--- src/rtl/uart_rx_framer.sv ---
// 8N1 UART receive framer: synchronizes rx, locates the mid-bit sample points and
// delivers each byte with a one-cycle rxrdy pulse (or frame_err on a bad stop bit).
module uart_rx_framer #(
    parameter int CLKS_PER_BIT = 434
) (
    input  logic       clk,
    input  logic       rst,
    input  logic       rx,
    output logic [7:0] rx_data,
    output logic       rxrdy,
    output logic       frame_err,
    output logic       busy
);

    typedef enum logic [2:0] {
        IDLE      = 3'd0,
        START     = 3'd1,
        DATA      = 3'd2,
        STOP      = 3'd3,
        WAIT_HIGH = 3'd4
    } state_t;

    localparam logic [15:0] HALF_CNT = 16'(CLKS_PER_BIT / 2 - 1);
    localparam logic [15:0] FULL_CNT = 16'(CLKS_PER_BIT - 1);

    state_t      state;
    state_t      state_nxt;
    logic        rx_p0;
    logic        rx_s;
    logic [15:0] timer;
    logic [2:0]  bit_idx;
    logic [7:0]  shreg;
    logic        half_hit;
    logic        full_hit;

    assign half_hit = (timer == HALF_CNT);
    assign full_hit = (timer == FULL_CNT);

    // Synchronizer stage: both flops idle high so reset never looks like a start bit
    always_ff @(posedge clk) begin
        if (rst) begin
            rx_p0 <= 1'b1;
            rx_s  <= 1'b1;
        end else begin
            rx_p0 <= rx;
            rx_s  <= rx_p0;
        end
    end

    always_ff @(posedge clk) begin
        if (rst) state <= IDLE;
        else     state <= state_nxt;
    end

    always_comb begin
        state_nxt = state;
        case (state)
            IDLE:      if (!rx_s) state_nxt = START;
            START:     if (half_hit) state_nxt = rx_s ? IDLE : DATA;
            DATA:      if (full_hit && bit_idx == 3'd7) state_nxt = STOP;
            STOP:      if (full_hit) state_nxt = rx_s ? IDLE : WAIT_HIGH;
            WAIT_HIGH: if (rx_s) state_nxt = IDLE;
            default:   state_nxt = IDLE;
        endcase
    end

    always_comb begin
        busy = (state != IDLE);
    end

    // Bit timing and framing stage: timer restarts at every sample point
    always_ff @(posedge clk) begin
        if (rst) begin
            timer     <= 16'd0;
            bit_idx   <= 3'd0;
            rx_data   <= 8'h00;
            rxrdy     <= 1'b0;
            frame_err <= 1'b0;
        end else begin
            rxrdy     <= 1'b0;
            frame_err <= 1'b0;
            case (state)
                START: begin
                    if (half_hit) begin
                        timer   <= 16'd0;
                        bit_idx <= 3'd0;
                    end else begin
                        timer <= timer + 16'd1;
                    end
                end
                DATA: begin
                    if (full_hit) begin
                        timer   <= 16'd0;
                        bit_idx <= bit_idx + 3'd1;
                    end else begin
                        timer <= timer + 16'd1;
                    end
                end
                STOP: begin
                    if (full_hit) begin
                        timer <= 16'd0;
                        if (rx_s) begin
                            rx_data <= shreg;
                            rxrdy   <= 1'b1;
                        end else begin
                            frame_err <= 1'b1;
                        end
                    end else begin
                        timer <= timer + 16'd1;
                    end
                end
                default: timer <= 16'd0;
            endcase
        end
    end

    always_ff @(posedge clk) begin
        if (state == DATA && full_hit) shreg[bit_idx] <= rx_s;
    end

endmodule

--- config.mk ---
export PLATFORM = sky130hd
export DESIGN_NAME = uart_rx_framer
export DESIGN_NICKNAME = d
export VERILOG_FILES = /design/src/rtl/uart_rx_framer.sv
export SDC_FILE = /design/constraint.sdc
export NUM_CORES = 1
export LEC_CHECK = 0
export ABC_AREA = 1
export BUFFER_PORTS_ARGS = -buffer_cell sky130_fd_sc_hd__buf_2
export CORE_MARGIN = 4
export CORE_UTILIZATION = 40
export DETAILED_ROUTE_END_ITERATION = 16
export GPL_ROUTABILITY_DRIVEN = 0
export PLACE_DENSITY = 0.65
export SKIP_LAST_GASP = 1
export SLEW_MARGIN = 0
export SYNTH_ARGS = -nofsm -noshare
export SYNTH_HDL_FRONTEND = slang
export SYNTH_SLANG_ARGS = --single-unit
--- constraint.sdc ---
create_clock -name clk -period 3.9 [get_ports clk]
set_clock_uncertainty 0.15 [all_clocks]
set_input_delay 0.195 -clock clk [delete_from_list [all_inputs] [get_ports clk]]
set_output_delay 0.195 -clock clk [all_outputs]
set_load 0.005 [all_outputs]
==> metrics, run 1 <==
outcome=complete, no violations; Final Setup Violations=0; post-detail-place hpwl=2720 um; Final Hold Fails=0; remaining antenna violation count=0; Critical Path AT=1.71 ns; Least-Margin Pin Slew=0.408 ns; top-area cell type share of the netlist area=0.330; Post-Route WL=3700 um; Worst setup EP type=register; flops & latches, synth=42; Mapped Nets=258; biggest area consumer among synthesized cells=dfxtp_1; CP max stage delay=0.42 ns; post-layout instance count excluding filler cells=336; max cap viols=0; clock sink count=42; CP cell instances=ha_1, nand3_1, nor3b_2, nand2_1, nor2_1, nand2_1, nor2_1; IR Drop Worst-Case VDD=0.264 mV; Seq/Total Area, Yosys=0.447; via count=1509; core area=4850 sq um; M3 GR Usage=0.0361; hold path start=rst; highest clock rate=0.539 GHz; GR Overflow Total=0; Final min period=1.86 ns; Post-Synthesis Cell Area=2060 sq um; Iteration-0 DRC Markers=84; Hold WS=0.0424 ns; row count=25; initial antenna violation count=0; cell count after placement=327; Setup Crit Path Kind=register to register; Cells after Synth=250; LEAKAGE=0.909 nW; number of global-route vias before repair=1426; PD cells=464 nW/um^2; DRC=0; synth top area cells=dfxtp_1 33%, edfxtp_1 12%, nor2_1 11%; CP startpoint=timer[0]$_SDFF_PP0_; RSZ-0062 raised after global routing=no; Max Buffers Root-to-Sink=2; Rel. slew slack=0.728; Worst Path Max Fanout=5; CTS Buf Count=5; YS warnings=0; fin crit share=0.476; M2 GR Usage=0.190; Die ar.=6360 sq um; required time of the critical path=3.75 ns; CTS tree=built; CTS resizes=0; GRT met1 Usage=0.189; Die X=79.8 um; via/cell ratio=4.49; Total Nets Final=276; total power=1.06 mW; CTS clk-pin slew, worst paths=0.08 ns; Pre-antenna DRT Iters=4; Crit-path slowest cell=dfxtp_1; filler instances=485; Tot GR Track Use=0.132; I/O Buffers=13; Setup Total Neg Slack=0 ns; r2r startpoint=timer[0]$_SDFF_PP0_; layout cells sized above 1=0.230; per-cell routed wire length=11.0 um; CTS root buffer=clkbuf_8; Initial Util=0.425; first-pass GRT wire length=6530 um; largest net degree at the start of global routing=17; Startpoint Class=register; CTS H-tree lvls=2; worst-skew pair later-pin latency=0.29 ns; Ant. Diodes=0; Mean Syn Cell Area=8.24 sq um; # IOs=14; gr busiest metal=met2; final max-slew violation count=0; Distinct cells, synth=32; Final Util=0.473; Die Y=79.8 um; area growth from synthesis to layout=11.2%; worst min path class=primary input to register
==> cells in the mapped netlist <==
master	instances
nand3b_1	1
nand2_4	4
nand3_1	8
dfxtp_1	34
nor3b_2	1
buf_8	1
o21ai_0	7
inv_2	5
nor2_1	61
clkbuf_1	1
a21oi_1	2
nand3_2	3
or2_2	2
edfxtp_1	8
nor4_4	1
nor3b_1	3
nand2_1	38
nor3_4	1
o21ai_1	4
nor3_2	3
o21bai_1	3
xnor2_1	2
inv_1	16
bufbuf_8	1
nand2_2	6
nand4_1	3
nor2_2	14
ha_1	5
clkinv_1	1
xor2_1	8
nor4_1	1
nor2_4	2
==> cell usage in the layout (no fill, tap or decap), types with 6 or more instances in the layout <==
cell      netlist  layout
o21ai_0         7       7
nor2_2         14      14
nand2_1        38      38
xor2_1          8       8
edfxtp_1        8       8
nor2_1         61      61
dfxtp_1        34      34
inv_1          16      16
nand3_1         8       8
buf_2           0      13
nand2_2         6       6
==> critical path: cells and delay by family (launching register included) <==
| kind | cells | cell delay (ns) |
|---|---|---|
| adder cells (fa/ha/maj) | 1 | 0.20 |
| AND/OR/NAND/NOR | 6 | 0.81 |
| flip-flops | 1 | 0.42 |
==> cells by family after synthesis <==
family	after synthesis	synth area share
compound gates	16	0.0425
xor+xnor	10	0.0425
fa+ha+maj	5	0.0304
buf+inv	25	0.0583
flops	42	0.447
simple gates	152	0.379
==> report_power, final <==
group          total [mW]  internal, mW  switching [mW]  leakage [nW]
sequential          0.504         0.466          0.0383         0.345
combinational       0.219        0.0779           0.141         0.512
clock               0.340         0.191           0.149        0.0514
==> sequential cells by signal, summed over array words and instances, names as in the netlist <==
register   cells
bit_idx        3
frame_err      1
rx_data        8
rx_p0          1
rx_s           1
rxrdy          1
shreg          8
state          3
timer         16
==> path summary, 6_finish.rpt <==
kind | end | slack (ns) | cells after the start
max reg2reg | shreg[2]$_DFFE_PP_ | 2.04 | 7
min reg2reg | rx_s$_SDFF_PP1_ | 0.26 | 1
min | state[1]$_SDFFE_PP0P_ | 0.04 | 2
max | shreg[2]$_DFFE_PP_ | 2.04 | 7
==> cell type report <==
type | instances | area (sq um) | share of cell area
Clock buffer | 6 | 72.6 | 0.0317
Tap cell | 67 | 83.8 | 0.0366
Multi-Input combinational cell | 183 | 1020 | 0.445
Timing Repair Buffer | 14 | 75.1 | 0.0328
Clock inverter | 2 | 37.5 | 0.0164
Inverter | 22 | 82.6 | 0.0360
Sequential cell | 42 | 921 | 0.402
==> repair_timing <==
item,4_1_cts,5_1_grt
endpoints found under the hold margin,1,0
hold buffers,1,0
setup buffers,0,0
setup endpoints to repair,0,0
==> per-layer routing <==
metal	up-vias	share of wire
met5	-	0
met4	0	0.016
met3	5	0.031
met2	14	0.41
met1	666	0.54
li1	824	-
==> metrics by stage <==
stage	area (sq um)	setup slack (ns)
6_report	2290	2.04
5_1_grt	2290	1.89
4_1_cts	2290	2.02
3_5_place_dp	2170	2.03
3_3_place_gp	2170	2.10
2_1_floorplan	2060	2.24
Power figures use the tool's default switching activity.
==> run 2, diff against run 1 <==
--- a/config.mk
+++ b/config.mk
@@ -11,7 +11,7 @@
 export CORE_UTILIZATION = 40
 export DETAILED_ROUTE_END_ITERATION = 16
 export GPL_ROUTABILITY_DRIVEN = 0
-export PLACE_DENSITY = 0.65
+export PLACE_DENSITY = 0.67
 export SKIP_LAST_GASP = 1
 export SLEW_MARGIN = 0
 export SYNTH_ARGS = -nofsm -noshare
==> constraint.sdc (replaced) <==
create_clock -name clk -period 1.62 [get_ports clk]
set_clock_uncertainty 0.15 [all_clocks]
set_input_delay 0.081 -clock clk [delete_from_list [all_inputs] [get_ports clk]]
set_output_delay 0.081 -clock clk [all_outputs]
set_load 0.005 [all_outputs]
==> run 2 against run 1 <==
Net effect:
- highest routed layer unchanged
- count of clock-buffer cells in the layout is the same
- hold slack gained 0.22 ns
- critical path depth grew 1
- global-route usage grew 2.7 points
- design area grew 27%
- via count grew 20%
- fmax grew 2.2%
- first-iteration DRC count grew 37%
- setup slack lost 2.2 ns
- flip-flop and latch count is the same
- register-to-register slack lost 2.2 ns
- core utilization grew 13 points
- the run now ends with negative setup slack left
==> metrics, run 2 (same netlist as run 1, synthesis figures left out) <==
outcome=finished with violations; violated checks=negative setup slack; Largest regs=timer: 16 flops, rx_data: 8 flops, shreg: 8 flops; commonest non-fill, non-tap cells in the layout=44 x nor2_1, 32 x dfxtp_1, 31 x nand2_1; required time of the critical path=1.49 ns (-2.26 ns); Die X=79.8 um (unchanged); Hold WS=0.263 ns (+0.221 ns); number of global-route vias before repair=1682 (+18%); Ant. Diodes=0 (unchanged); via/cell ratio=4.84 (+7.8%); worst min path class=register to register; # IOs=14 (unchanged); Setup Crit Path Kind=register to register; Worst setup EP type=register; PD cells=966 nW/um^2 (+110%); WHS Path Cells=1 (-1); IR Drop Worst-Case VDD=0.718 mV (+170%); area growth from synthesis to layout=41.7%; Die ar.=6360 sq um (unchanged); cell count after placement=354 (+8.3%); CTS root buffer=clkbuf_8; commonest non-fill, non-tap cell in the layout=nor2_1; Final Setup Violations=38 (+38); remaining antenna violation count=0 (unchanged); layout cells sized above 1=0.471 (+0.240); fin crit share=1.12 (+0.645); Worst Path Max Fanout=4 (-1); core area=4850 sq um (unchanged); DRC=0 (unchanged); Startpoint Class=register; final max-slew violation count=0 (unchanged); max cap viols=0 (unchanged); CTS H-tree lvls=2 (unchanged); row count=25 (unchanged); I/O Buffers=13 (unchanged); Die Y=79.8 um (unchanged); worst reg-to-reg path cell count=8 (+1); LEAKAGE=1.13 nW (+24%); Post-Route WL=5120 um (+39%); Max Buffers Root-to-Sink=2 (unchanged); Tot GR Track Use=0.159 (+0.0270); Iteration-0 DRC Markers=115 (+37%); worst-skew pair later-pin latency=0.30 ns (about the same); Initial Util=0.425 (unchanged); Final min period=1.82 ns (-0.0404 ns); Biggest register=timer; RSZ-0062 raised after global routing=yes; clock sink count=42 (unchanged); GR Overflow Total=0 (unchanged); Critical Path AT=1.69 ns (-0.02 ns); Final Hold Fails=0 (unchanged); initial antenna violation count=0 (unchanged); highest clock rate=0.551 GHz (+2.2%); via count=1805 (+20%); Pre-antenna DRT Iters=4 (unchanged); post-detail-place hpwl=3010 um (+11%); Final Util=0.602 (+0.129); largest net degree at the start of global routing=14 (-3); CTS clk-pin slew, worst paths=0.08 ns (about the same); final setup margin=-0.196 ns (-2.24 ns); CTS Buf Count=5 (unchanged); per-cell routed wire length=13.7 um (+25%); CTS tree=built; Total Nets Final=313 (+13%); post-layout instance count excluding filler cells=373 (+11%); Rel. slew slack=0.679 (-0.0489); Least-Margin Pin Slew=0.481 ns (+0.0733 ns); Largest register FFs=16 (unchanged); first-pass GRT wire length=7820 um (+20%); filler instances=397 (-18%); Setup Total Neg Slack=-2.77 ns (-2.77 ns)
==> run 2: changes by cell type in the layout (fill, tap and decap cells not counted), sizes merged <==
cell / previous run / this run
buf: 13 / 47
bufinv: 1 / 0
clkinv: 1 / 3
clkinvlp: 1 / 0
dlygate4sd3: 1 / 2
nand2: 48 / 49
nand3: 11 / 12
==> run 2: critical path, stage by stage (launching register included) <==
cell	delay, ns
dfxtp_2	0.33
inv_2	0.07
ha_4	0.13
nand3_2	0.08
nor3b_2	0.24
nand2_1	0.14
nor2_4	0.18
nand2_4	0.12
nor2_4	0.11
==> run 2: final timing paths <==
check	startpoint	endpoint	slack, ns
min reg2reg	rx_p0$_SDFF_PP1_	rx_s$_SDFF_PP1_	0.26
max reg2reg	timer[1]$_SDFF_PP0_	shreg[1]$_DFFE_PP_	-0.20
max	timer[1]$_SDFF_PP0_	shreg[1]$_DFFE_PP_	-0.20
min	rx_p0$_SDFF_PP1_	rx_s$_SDFF_PP1_	0.26
==> run 2: timing repair <==
| item | in CTS | in global routing |
|---|---|---|
| hold buffers | 2 | 0 |
| setup endpoints to repair | 24 | 38 |
| resized for setup | 41 | 50 |
| gates cloned | 1 | 1 |
| hold endpoints to repair | 3 | 0 |
| setup buffers | 3 | 5 |
| pin swaps | 22 | 37 |
==> run 2: report_power, final <==
group	internal [mW]	switching [mW]	total (mW)
Clock	0.304	0.368	0.672
Combinational	0.361	0.560	0.921
Sequential	1.12	0.105	1.23
Total	1.79	1.03	2.82
==> run 2: stage by stage <==
step	instance area [sq um]	total power [mW]	worst slack, ns
after floorplan	2060	1.66	0.000458
after global placement	2380	1.80	-0.0755
after detailed placement	2380	1.82	-0.140
after CTS	2680	2.62	-0.131
after global routing	2920	3.02	-0.264
final	2920	2.82	-0.196
==> run 2: area by class of cell <==
type / instances / area, sq um / area share
multi-input combinational: 185 / 1370 / 0.468
timing repair buffer: 49 / 370 / 0.127
clock inverter: 2 / 13.8 / 0.00471
clock buffer: 6 / 72.6 / 0.0249
inverter: 22 / 85.1 / 0.0291
sequential: 42 / 926 / 0.317
tap: 67 / 83.8 / 0.0287
==> run 2: per-layer routing <==
metal / global-route usage / wire length, um / vias to the layer above
met4: 0.0642 / 128 / 0
met2: 0.250 / 2540 / 43
met1: 0.210 / 2210 / 841
met3: 0.0372 / 237 / 11
met5: 0 / 0 / -
li1: - / - / 910
